--- src/rtl/ysyx_22050550_wbu.sv ---
// Write-back unit: latches one retired instruction from the LSU, then spends one
// COMMIT cycle driving GPR/CSR write ports and, for ecall/mret, a fetch redirect.
module ysyx_22050550_wbu (
  input  logic        clock,
  input  logic        reset,
  input  logic        in_valid,
  output logic        in_ready,
  input  logic [63:0] in_pc,
  input  logic [4:0]  in_rd,
  input  logic        in_rd_wen,
  input  logic [63:0] in_result,
  input  logic [2:0]  in_csr_op,
  input  logic [11:0] in_csr_addr,
  input  logic [63:0] in_csr_src,
  input  logic [63:0] mepc,
  input  logic [63:0] mcause,
  input  logic [63:0] mtvec,
  input  logic [63:0] mstatus,
  input  logic [63:0] mie,
  input  logic [63:0] mip,
  output logic [4:0]  io_waddr,
  output logic [63:0] io_wdata,
  output logic        io_wen,
  output logic        io_valid,
  output logic [63:0] pc,
  output logic [63:0] wbmepc,
  output logic [63:0] wbmcause,
  output logic [63:0] wbmtvec,
  output logic [63:0] wbmstatus,
  output logic [63:0] wbmie,
  output logic [63:0] wbmip,
  output logic [7:0]  wbcsren,
  output logic        redirect_valid,
  output logic [63:0] redirect_pc,
  output logic        dbg_state
);

  // Handshake: an instruction transfers at a rising edge where in_valid and
  // in_ready are both high; in_ready is high only in IDLE and never in reset.

  localparam logic [2:0] OP_NONE  = 3'd0;
  localparam logic [2:0] OP_RW    = 3'd1;
  localparam logic [2:0] OP_RS    = 3'd2;
  localparam logic [2:0] OP_RC    = 3'd3;
  localparam logic [2:0] OP_ECALL = 3'd4;
  localparam logic [2:0] OP_MRET  = 3'd5;

  typedef enum logic {IDLE = 1'b0, COMMIT = 1'b1} state_t;

  state_t      state_q;
  logic [63:0] pc_q;
  logic [4:0]  rd_q;
  logic        rd_wen_q;
  logic [63:0] result_q;
  logic [2:0]  op_q;
  logic [11:0] addr_q;
  logic [63:0] src_q;

  always_ff @(posedge clock or posedge reset) begin
    if (reset) begin
      state_q  <= IDLE;
      pc_q     <= '0;
      rd_q     <= '0;
      rd_wen_q <= 1'b0;
      result_q <= '0;
      op_q     <= '0;
      addr_q   <= '0;
      src_q    <= '0;
    end else begin
      case (state_q)
        IDLE: begin
          if (in_valid) begin
            state_q  <= COMMIT;
            pc_q     <= in_pc;
            rd_q     <= in_rd;
            rd_wen_q <= in_rd_wen;
            result_q <= in_result;
            op_q     <= in_csr_op;
            addr_q   <= in_csr_addr;
            src_q    <= in_csr_src;
          end
        end
        default: state_q <= IDLE;
      endcase
    end
  end

  logic [2:0]  op_eff;
  logic        is_csr;
  logic        is_ecall;
  logic        is_mret;
  logic        commit;
  logic [5:0]  sel;
  logic [63:0] old_val;
  logic [63:0] new_val;
  logic        csr_we;
  logic [7:0]  en;
  logic [63:0] ecall_status;
  logic [63:0] mret_status;

  always_comb begin
    op_eff   = (op_q > OP_MRET) ? OP_NONE : op_q;
    is_csr   = (op_eff == OP_RW) || (op_eff == OP_RS) || (op_eff == OP_RC);
    is_ecall = (op_eff == OP_ECALL);
    is_mret  = (op_eff == OP_MRET);
    commit   = (state_q == COMMIT);

    // sel bit positions match the wbcsren layout
    case (addr_q)
      12'h341: begin old_val = mepc;    sel = 6'b000001; end
      12'h342: begin old_val = mcause;  sel = 6'b000010; end
      12'h305: begin old_val = mtvec;   sel = 6'b000100; end
      12'h300: begin old_val = mstatus; sel = 6'b001000; end
      12'h304: begin old_val = mie;     sel = 6'b010000; end
      12'h344: begin old_val = mip;     sel = 6'b100000; end
      default: begin old_val = '0;      sel = 6'b000000; end
    endcase

    case (op_eff)
      OP_RW:   new_val = src_q;
      OP_RS:   new_val = old_val | src_q;
      OP_RC:   new_val = old_val & ~src_q;
      default: new_val = old_val;
    endcase

    csr_we = is_csr && (sel != 6'd0) && ((op_eff == OP_RW) || (src_q != 64'd0));

    ecall_status        = mstatus;
    ecall_status[7]     = mstatus[3];
    ecall_status[3]     = 1'b0;
    ecall_status[12:11] = 2'b11;

    mret_status         = mstatus;
    mret_status[3]      = mstatus[7];
    mret_status[7]      = 1'b1;
    mret_status[12:11]  = 2'b11;

    wbmepc    = '0;
    wbmcause  = '0;
    wbmtvec   = '0;
    wbmstatus = '0;
    wbmie     = '0;
    wbmip     = '0;
    if (is_csr) begin
      if (sel[0]) wbmepc    = new_val;
      if (sel[1]) wbmcause  = new_val;
      if (sel[2]) wbmtvec   = new_val;
      if (sel[3]) wbmstatus = new_val;
      if (sel[4]) wbmie     = new_val;
      if (sel[5]) wbmip     = new_val;
    end
    if (is_ecall) begin
      wbmepc    = pc_q;
      wbmcause  = 64'd11;
      wbmstatus = ecall_status;
    end
    if (is_mret) wbmstatus = mret_status;

    if (csr_we)        en = {2'b00, sel};
    else if (is_ecall) en = 8'b0000_1011;
    else if (is_mret)  en = 8'b0000_1000;
    else               en = 8'b0000_0000;

    wbcsren        = commit ? en : 8'd0;
    io_waddr       = rd_q;
    io_wdata       = is_csr ? old_val : result_q;
    io_wen         = commit && rd_wen_q && (rd_q != 5'd0) && !is_ecall && !is_mret;
    io_valid       = commit;
    pc             = pc_q;
    redirect_valid = commit && (is_ecall || is_mret);
    if (is_ecall)     redirect_pc = mtvec & ~64'h3;
    else if (is_mret) redirect_pc = mepc;
    else              redirect_pc = '0;

    in_ready  = !reset && (state_q == IDLE);
    dbg_state = (state_q == COMMIT);
  end

endmodule

--- config.mk ---
export PLATFORM = sky130hd
export DESIGN_NAME = ysyx_22050550_wbu
export DESIGN_NICKNAME = d
export VERILOG_FILES = /design/src/rtl/ysyx_22050550_wbu.sv
export SDC_FILE = /design/constraint.sdc
export NUM_CORES = 1
export LEC_CHECK = 0
export BUFFER_PORTS_ARGS = -buffer_cell sky130_fd_sc_hd__buf_2
export CAP_MARGIN = 20
export CORE_AREA = 2 2 459 461
export CTS_CLUSTER_SIZE = 12
export DETAILED_ROUTE_END_ITERATION = 16
export DIE_AREA = 0 0 461 463
export GPL_ROUTABILITY_DRIVEN = 0
export PLACE_DENSITY = 0.3
export REMOVE_ABC_BUFFERS = 1
export SLEW_MARGIN = 15
export SYNTH_ARGS = -nofsm -noshare
export SYNTH_HDL_FRONTEND = slang
export SYNTH_SLANG_ARGS = --single-unit
--- constraint.sdc ---
create_clock -name clock -period 7.95 [get_ports clock]
set_clock_uncertainty 0.2 [all_clocks]
set_input_delay 1.1925 -clock clock [delete_from_list [all_inputs] [get_ports clock]]
set_output_delay 1.1925 -clock clock [all_outputs]
set_load 0.03 [all_outputs]
**Word-level counts from Yosys, hierarchy flattened**

Index checks and enable logic that the tools add are counted.

- Output and inout port bits: 594
- Word-level logic and storage cells: 72
- Input bits: 600
- Register bits after elaboration: 214

- Bitwise operators: 4
- Reduce and logical (&&, ||, !) cells: 19
- Equal/unequal tests: 11
- $lt $le $gt $ge: 1
- Muxes and demuxes: 29

Operator list:

| operator | number |
|---|---|
| 2-to-1 mux 64 bit | 19 |
| case mux 64 bit (6 select lines) | 1 |
| case mux 64 bit (3 select lines) | 1 |
| equality test 12 x 10 -> 1 bit, second input constant | 6 |
| AND 64 bit | 1 |
| inverter 64 bit | 1 |
| OR 64 bit | 1 |
| nonzero test 64 bit | 1 |
| case mux 6 bit (6 select lines) | 1 |
| logical AND 1 bit | 8 |
| 2-to-1 mux 4 bit | 2 |
| 2-to-1 mux 8 bit | 1 |
| equality test 3 x 2 -> 1 bit, second input constant | 2 |
| equality test 3 bit, second input constant | 2 |
| 2-to-1 mux 6 bit | 1 |
| nonzero test 6 bit | 1 |
| nonzero test 5 bit | 1 |
| logical OR 1 bit | 4 |
| equality test 3 x 1 -> 1 bit, second input constant | 1 |
| greater-than comparator 3 bit, second input constant | 1 |
| zero test 1 bit | 3 |
| 2-to-1 mux 3 bit | 1 |
| 2-to-1 mux 1 bit | 2 |
| AND reduction 2 bit | 1 |
| inverter 1 bit | 1 |

**Depth between registers and ports, before layout**

Gate-level depths: netlist of run 1.

- Depth in word-level cells: 9
- Depth in mapped cells: 9
- Gate-level depth less buffers: 6

**Worst setup path after synthesis of run 1**

No wires, ideal clock.

- Path kind: register to output
- From: reg addr_q[3]
- To: out wbmepc[25]
- Slack: 3.820 ns
- Arrival: 2.737 ns
- Path buffers: 1
- Cell stages (with the launch flop): 8
- Path through: dfrtp_1 > or4_4 > buf_6 > nor4_4 > nand2_1 > a21oi_1 > o221ai_2 > o21ai_0

- Longest elaborated chain between the ends: 7

Ends and longest elaborated chain:

| what | RTL line | RTL |
|---|---|---|
| start, declared | 56 | `logic [11:0] addr_q;` |
| start signal, assigned | 79 | `addr_q <= in_csr_addr;` |
| equality test 12 x 10 -> 1 bit | 109 | `case (addr_q)` |
| case mux 64 bit (6 select lines) | 109 |  |
| AND 64 bit or OR 64 bit (tied branches) | 122, 121 |  |
| case mux 64 bit (3 select lines) | 119 | `case (op_eff)` |
| 2-to-1 mux 64 bit (*) | 145 | `if (sel[0]) wbmepc = new_val;` |
| 2-to-1 mux 64 bit (*) | 144 | `if (is_csr) begin` |
| 2-to-1 mux 64 bit (*) | 152 | `if (is_ecall) begin` |
| end, declared | 26 | `output logic [63:0] wbmepc,` |

Mark *: on every way between the ends. The rest lies on a longest branch, timed or not.

**Worst setup path after layout of run 1**

- From: reg addr_q[3]
- To: out wbmstatus[34]

- Longest elaborated chain between the ends: 8

Ends and longest elaborated chain:

| what | RTL line | RTL |
|---|---|---|
| equality test 12 x 10 -> 1 bit | 109 |  |
| case mux 64 bit (6 select lines) | 109 |  |
| AND 64 bit or OR 64 bit (tied branches) | 122, 121 |  |
| case mux 64 bit (3 select lines) | 119 |  |
| 2-to-1 mux 64 bit (*) | 148 | `if (sel[3]) wbmstatus = new_val;` |
| 2-to-1 mux 64 bit (*) | 144 |  |
| 2-to-1 mux 64 bit (*) | 152 |  |
| 2-to-1 mux 64 bit (*) | 157 | `if (is_mret) wbmstatus = mret_status;` |
| end, declared | 29 | `output logic [63:0] wbmstatus,` |

Marked as above.

==> results of run 1 <==
==> flip-flops by register name (all words and copies together) (netlist names) <==
signal     flops
pc            64
result_q      64
src_q         64
addr_q        12
io_waddr       5
op_q           3
dbg_state      1
rd_wen_q       1
==> path summary, 6_finish.rpt <==
check | slack [ps] | depth (start not counted) | start | to
max reg2reg | 4770 | 4 | dbg_state | addr_q[0]
min | 310 | 1 | result_q[23] | result_q[23]
max in group asynchronous | 5720 | 4 | reset | src_q[35]
min reg2reg | 310 | 1 | result_q[23] | result_q[23]
max | 1810 | 9 | addr_q[3] | wbmstatus[34]
min in group asynchronous | 400 | 2 | reset | pc[56]
==> critical path, delay by kind of cell (launching register included) <==
kind / cells / cell delay, ps
compound gates: 3 / 1360
buf+inv: 3 / 1270
simple gates: 3 / 990
flops: 1 / 410
==> Yosys cell counts (19+ instances only) <==
master    number
a211oi_1      59
mux2_2       277
a22o_1        64
nor3_1        62
clkbuf_1     178
o21ai_1      122
nand3b_1     119
a21oi_1       39
nor2_1       384
o21ai_0       74
nand2_1      267
a21oi_2       21
o221ai_2      57
mux2i_1       62
buf_1         19
a31oi_1       58
dfrtp_1      214
nand2_2       55
inv_1         60
==> logic make-up after synthesis <==
group,Yosys count,share of synthesized area
AND/OR/NAND/NOR,948,0.241
AO/OA/AOI/OAI,520,0.205
multiplexers,339,0.202
buffers and inverters,279,0.0608
flip-flops,214,0.289
XOR/XNOR,4,0.00189
other,1,0.000203
==> power groups by stage <==
stage	Clock [mW]	Combinational (mW)	Sequential, mW
6_report	1.91	2.62	1.47
5_1_grt	2.04	2.79	1.50
2_1_floorplan	0	1.26	1.55
4_1_cts	2.02	2.71	1.48
3_5_place_dp	0	2.70	1.50
3_3_place_gp	0	2.70	1.49
==> stage by stage <==
| stage | setup TNS (ps) | util | instance area [sq um] | setup WS [ps] | hold slack (ps) |
|---|---|---|---|---|---|
| 3_5_place_dp | 0 | 0.134 | 27900 | 2160 | 297 |
| 2_1_floorplan | -2182630 | - | 17600 | -4060 | 277 |
| 6_report | 0 | 0.141 | 29300 | 1810 | 308 |
| 3_3_place_gp | 0 | 0.134 | 27900 | 1930 | 291 |
| 5_1_grt | 0 | 0.141 | 29300 | 1510 | 321 |
| 4_1_cts | 0 | 0.140 | 29300 | 1430 | 309 |
==> metal layers <==
metal / track usage / wire length [microns] / up-vias
met5: 0 / 274 / -
met4: 0.0389 / 4120 / 42
met3: 0.0347 / 11500 / 215
met2: 0.304 / 94300 / 1151
met1: 0.209 / 80100 / 11800
li1: - / - / 10400
==> layout make-up <==
type,count,area (sq um)
fillers,24400,179000
well taps,2805,3510
multi-input cells,1813,12200
clock inverters,17,254
inverters,60,233
diodes,27,67.6
flip-flops and latches,214,5370
repair buffers,1267,6600
clock buffers,52,1080
==> results.md, run 1 <==
* Yosys warns at 0
* Post-synthesis cell type count at 55
* Final ANT Viol Nets at 0
* Sw Ratio at 0.476
* Fin crit share at 0.772
* Fin. max-slew vios at 0
* Max-Cap Viols at 0
* Initial core utilization at 0.0888
* First-pass GRT wire length at about 240,000 microns
* Fin crit period at 6140 ps
* DR pass1 iterations at 5
* H-tree depth at 2
* Post-synth top area share at 0.289
* Crit path max fanout at 19
* Peak supply drop at 0.000128 V
* Relative slew slack at 0.209
* Top cells by area, synth: dfrtp_1 (29%), mux2_2 (17%), nor2_1 (7.8%)
* Post-synth top area cell: dfrtp_1
* Main synth FF type: dfrtp_1
* Nets at between 3,000 and 4,000
* Final hold viol count at 0
* CTS tree: yes
* Layout area overhead at 58.6%
* Post_cts resized at 0
* Cells after synthesis at 2,305
* WL/cell at 30.4 microns
* Syn_area_per_cell at 8.03 sq um
* Vias after detailed routing at 23,600
* RSZ-0062 raised after global routing: false
* # DRC at 0
* CP dominant cell by count: buf_4
* Outcome: completed
* Setup crit end kind: output pin
* Initial antenna violation count at 87
* Total Routing Usage GR at 0.171
* Vias per cell at 3.77
* Total grt overflow at 0
* CTS Sinks at approximately 210
* Share of layout cells above drive strength 1 at 0.520
* Clock Latency Late Sink at between 600 and 700 ps
* CTS Hold Bufs at 0
* Worst min-delay path class: register to register
* Fmax at about 0.16 GHz
* Slowest stage delay, CP at 660 ps
* I/O Buffers at 1,191
* Critical path arrival at ~4700 ps
* Clock power frac at 0.318
* Postcts setup bufs at 0
* Flop pwr share at 0.245
* Overall Power at ~6.0 mW
* Iteration-0 DRC Markers at approximately 1,500
* Power Dens Cells at 205 nW/um^2
* CP startpoint kind: register
* Portion of total power attributed to combinational logic at 0.437
* Clk root buf: clkbuf_16
* Post-synth EDFFs at 0
* Crit-path slowest cell: o21ai_1
* Most frequent cells in the layout: buf_2 (1,192), nor2_1 (380), mux2_2 (277), nand2_1 (266), dfrtp_1 (209)
* Routed WL at between 150,000 and 200,000 microns
* CP Cell Sequence: or4_4, nor4_4, buf_4, buf_4, nand2_2, a21oi_1, o221ai_4, o21ai_1, buf_2
* Most common cell after layout, fill and taps aside: buf_2
* Async S/R FF share, synth at 1.00
* Post-Layout Cell Count at around 6,300
* Core area at 209,000 sq um
* DP Wirelength at 151,000 microns
* Setup Crit Path Kind: register to output pin
* Post-Place Cells at 6,158
* Die Y at about 460 microns
* Mapped cell area at 18,500 sq um
* Number of top-level pins at between 1,000 and 1,500
* Sequential share of the synthesized area at 0.289
* Req. time, crit path at around 6600 ps
* Internal power at 3.15 mW
* Vias in the first global route at 23,900
* P_sw at 2.86 mW
* Worst-Margin Slew at ~1200 ps
* Die Wd at 461 microns
* Leakage Power at 12.9 nW
* Reg clk slew, reported paths at roughly 50 ps
* CTS Buf Count at 38
* Setup Viol. Count Final at 0
* Die area at 213,000 sq um
* Maximum root-to-sink buffer count at 3
* Cell Rows at 168
* Seq cells post-synth at 214
* Largest net degree at the start of global routing at 98
Power figures use the tool's default switching activity.
==> run 2: changes to the inputs <==
--- a/config.mk
+++ b/config.mk
@@ -5,12 +5,13 @@
 export SDC_FILE = /design/constraint.sdc
 export NUM_CORES = 1
 export LEC_CHECK = 0
+export ABC_AREA = 1
 export BUFFER_PORTS_ARGS = -buffer_cell sky130_fd_sc_hd__buf_2
 export CAP_MARGIN = 20
-export CORE_AREA = 2 2 459 461
+export CORE_AREA = 2 2 466 468
 export CTS_CLUSTER_SIZE = 12
 export DETAILED_ROUTE_END_ITERATION = 16
-export DIE_AREA = 0 0 461 463
+export DIE_AREA = 0 0 468 470
 export GPL_ROUTABILITY_DRIVEN = 0
 export PLACE_DENSITY = 0.3
 export REMOVE_ABC_BUFFERS = 1
==> constraint.sdc (replaced) <==
create_clock -name clock -period 5.2 [get_ports clock]
set_clock_uncertainty 0.2 [all_clocks]
set_input_delay 0.78 -clock clock [delete_from_list [all_inputs] [get_ports clock]]
set_output_delay 0.78 -clock clock [all_outputs]
set_load 0.03 [all_outputs]
==> run 2 against run 1 <==
The flow now finishes with violations (hold timing). Clock-buffer cell count grew 4. Area after synthesis shrank 3.0%. Wire length grew 5.1%. Design area grew 0.28%. First-iteration DRC count grew 47%. Global-route usage grew 0.37 points. Non-clock buffer count shrank 8. Cell count grew 14%. Critical path depth shrank 1. Highest routed layer unchanged.
==> results.md, run 2 <==
* Outcome: complete, but fails checks (was completed)
* Violated checks: hold timing
* Vias in the first global route at 27,400 (was 23,900)
* # DRC at 0 (unchanged)
* Fin crit period at between 4000 and 5000 ps
* Req. time, crit path at 4220 ps (was 6560 ps)
* Crit-path slowest cell: dfrtp_1 (was o21ai_1)
* Post-synthesis cell type count at 24 (was 55)
* Post-synth top area cell: nand2_1 (was dfrtp_1)
* Vias after detailed routing at 27,200 (was 23,600)
* Critical path arrival at 3930 ps (was 4740 ps)
* Top cells by area, synth: nand2_1 (35%), dfrtp_1 (30%), nand3_1 (11%) (was dfrtp_1 (29%), mux2_2 (17%), nor2_1 (7.8%))
* CTS tree: yes (unchanged)
* Fill cells at 25,600 (was 24,400)
* Largest net degree at the start of global routing at 113 (was 98)
* CTS Sinks at 214 (unchanged)
* Leakage Power at 16.1 nW (was 12.9 nW)
* Die Y at 470 microns (was 463 microns)
* Power Dens Cells at 266 nW/um^2 (was 205 nW/um^2)
* Crit path max fanout at 33 (was 19)
* Peak supply drop at 0.000196 V (was 0.000128 V)
* Post-synth EDFFs at 0 (unchanged)
* Maximum root-to-sink buffer count at 3 (unchanged)
* Final ANT Viol Nets at 0 (unchanged)
* Total Routing Usage GR at 0.175 (was 0.171)
* Worst r2r path cells at 6 (was 4)
* CP top delay family: buffers and inverters (was compound AO/OA/AOI/OAI gates)
* RSZ-0062 raised after global routing: false (unchanged)
* Main synth FF type: dfrtp_1 (unchanged)
* Iteration-0 DRC Markers at 2,253 (was 1,537)
* Most common cell after layout, fill and taps aside: nand2_1 (was buf_2)
* Final hold viol count at 1 (was 0)
* Worst-Margin Slew at 1070 ps (was 1190 ps)
* Initial antenna violation count at 57 (was 87)
* Initial core utilization at 0.0832 (was 0.0888)
* DR pass1 iterations at 6 (was 5)
* Fin. max-slew vios at 0 (unchanged)
* Cell Rows at 171 (was 168)
* Seq cells post-synth at 214 (unchanged)
* Yosys warns at 0 (unchanged)
* Die Wd at 468 microns (was 461 microns)
* Share of layout cells above drive strength 1 at 0.316 (was 0.520)
* Clock Latency Late Sink at 620 ps (was 640 ps)
* Setup crit end kind: output pin (unchanged)
* Cells after synthesis at 3,163 (was 2,305)
* Register-to-register setup slack at 2510 ps (was 4770 ps)
* Core area at 216,000 sq um (was 209,000 sq um)
* Area of the multi-input gates at 11,300 sq um (was 12,200 sq um)
* Fin crit share at 0.945
* Register area at 5360 sq um (was 5370 sq um)
* I/O Buffers at 1,191 (unchanged)
* WL/cell at 28.0 microns (was 30.4 microns)
* CP startpoint kind: register (unchanged)
* Post-synth top area share at 0.352 (was 0.289)
* CTS Buf Count at 38 (unchanged)
* Most instantiated cells after synthesis: nand2_1 (1,683), nand3_1 (395), a21oi_1 (253), dfrtp_1 (214), nor2_1 (130) (was nor2_1 (384), mux2_2 (277), nand2_1 (267), dfrtp_1 (214), clkbuf_1 (178))
* Number of top-level pins at 1,194 (unchanged)
* Syn_area_per_cell at 5.68 sq um (was 8.03 sq um)
* Layout area overhead at 63.9% (was 58.6%)
* Routed WL at 200,000 microns (was 190,000 microns)
* Worst min-delay path class: input port to asynchronous set/reset pin (was register to register)
* Vias per cell at 3.81 (was 3.77)
* Slowest stage delay, CP at 620 ps (was 660 ps)
* DP Wirelength at 159,000 microns (was 151,000 microns)
* Post-Place Cells at 7,050 (was 6,158)
* Setup Viol. Count Final at 0 (unchanged)
* CP Cell Sequence: nand2_1, inv_4, nor2_4, inv_6, nand3_4, buf_12, a21oi_1, buf_2 (was or4_4, nor4_4, buf_4, buf_4, nand2_2, a21oi_1, o221ai_4, o21ai_1, buf_2)
* Async S/R FF share, synth at 1.00 (unchanged)
* Reg clk slew, reported paths at 60 ps (was 50 ps)
* Postcts setup bufs at 0 (unchanged)
* Most frequent cells in the layout: nand2_1 (1,682), buf_2 (1,147), nand3_1 (395), a21oi_1 (252), dfrtp_1 (214) (was buf_2 (1,192), nor2_1 (380), mux2_2 (277), nand2_1 (266), dfrtp_1 (209))
* Fmax at 0.204 GHz
* Relative slew slack at 0.283 (was 0.209)
* Total grt overflow at 0 (unchanged)
* Post-Layout Cell Count at 7,140 (was 6,255)
* RR Endpoint: result_q[54] (was addr_q[0])
* Setup Crit Path Kind: register to output pin (unchanged)
* Sequential share of the synthesized area at 0.298 (was 0.289)
* Count leader, synth: nand2_1 (was nor2_1)
* Die area at 220,000 sq um (was 213,000 sq um)
* Clk root buf: clkbuf_16 (unchanged)
* Mapped cell area at 18,000 sq um (was 18,500 sq um)
* H-tree depth at 2 (unchanged)
* FF-to-FF Start: dbg_state (unchanged)
* WHS at -4.00 ps (was 308 ps)
* First-pass GRT wire length at 260,000 microns (was 243,000 microns)
* Max-Cap Viols at 0 (unchanged)
* Critical path buffers and inverters at 4 (was 3)
* Nets at 4,836 (was 3,994)
[run 2: changes by cell type after synthesis, sizes merged, moves of 61 or more]
| cell | delta |
|---|---|
| a21oi | +193 |
| buf | +75 |
| clkbuf | -67 |
| mux2 | -277 |
| mux2i | -62 |
| nand2 | +1362 |
| nand3 | +393 |
| nand3b | -119 |
| nor2 | -245 |
| nor3 | -61 |
| o21ai | -116 |
[run 2: kinds of logic (layout without fill, tap and decap cells)]
logic type,after synthesis,after routing,synth area share
AND/OR/NAND/NOR,2230,2230,0.499
AO/OA/AOI/OAI,396,396,0.124
buffers and inverters,322,1419,0.0792
flip-flops,214,214,0.298
other,1,27,0.000209
[run 2: what timing repair did]
action                                  in CTS  in global routing
hold buffers                                 0                  0
endpoints found under the setup margin       1                  0
gates resized for setup                      1                  0
[run 2: area by class of cell]
type | count | area share
tap | 2854 | 0.121
timing repair buffer | 1259 | 0.255
antenna | 25 | 0.00213
multi-input combinational | 2628 | 0.383
inverter | 95 | 0.0131
sequential | 214 | 0.182
clock inverter | 9 | 0.00570
clock buffer | 56 | 0.0377
[run 2: worst max-delay path by stage]
stage          cells after the start  slack (ps)        end      start
3_5_place_dp                       8         570  wbmip[59]    op_q[0]
2_1_floorplan                      4       -4110  addr_q[0]  dbg_state
4_1_cts                            8         130  wbmip[59]    op_q[0]
3_3_place_gp                       8         370   wbmip[2]    op_q[0]
5_1_grt                            8         120  wbmip[59]    op_q[0]
6_report                           8         290  wbmip[33]    op_q[0]
[run 2: per-stage QoR]
step	setup slack [ps]	area, sq um	power [mW]	utilization	setup TNS (ps)
after floorplan	-4110	16900	3.45	-	-1439290
after global placement	371	28100	5.09	0.130	0
after detailed placement	573	28100	5.09	0.130	0
after CTS	127	29400	8.02	0.136	0
after global routing	118	29400	8.22	0.136	0
final	288	29400	7.82	0.136	0
[run 2: power breakdown]
group	internal [mW]	switching (mW)	total, mW
registers	1.88	0.237	2.12
logic	0.695	2.19	2.89
clock network	1.67	1.15	2.82
total	4.25	3.58	7.82
[run 2: metal layers]
layer,vias to the layer above,track usage,wire length (microns)
met5,-,0,73
met4,12,0.0508,5740
met3,230,0.0407,15000
met2,1438,0.286,91500
met1,13200,0.226,87500
li1,12300,-,-
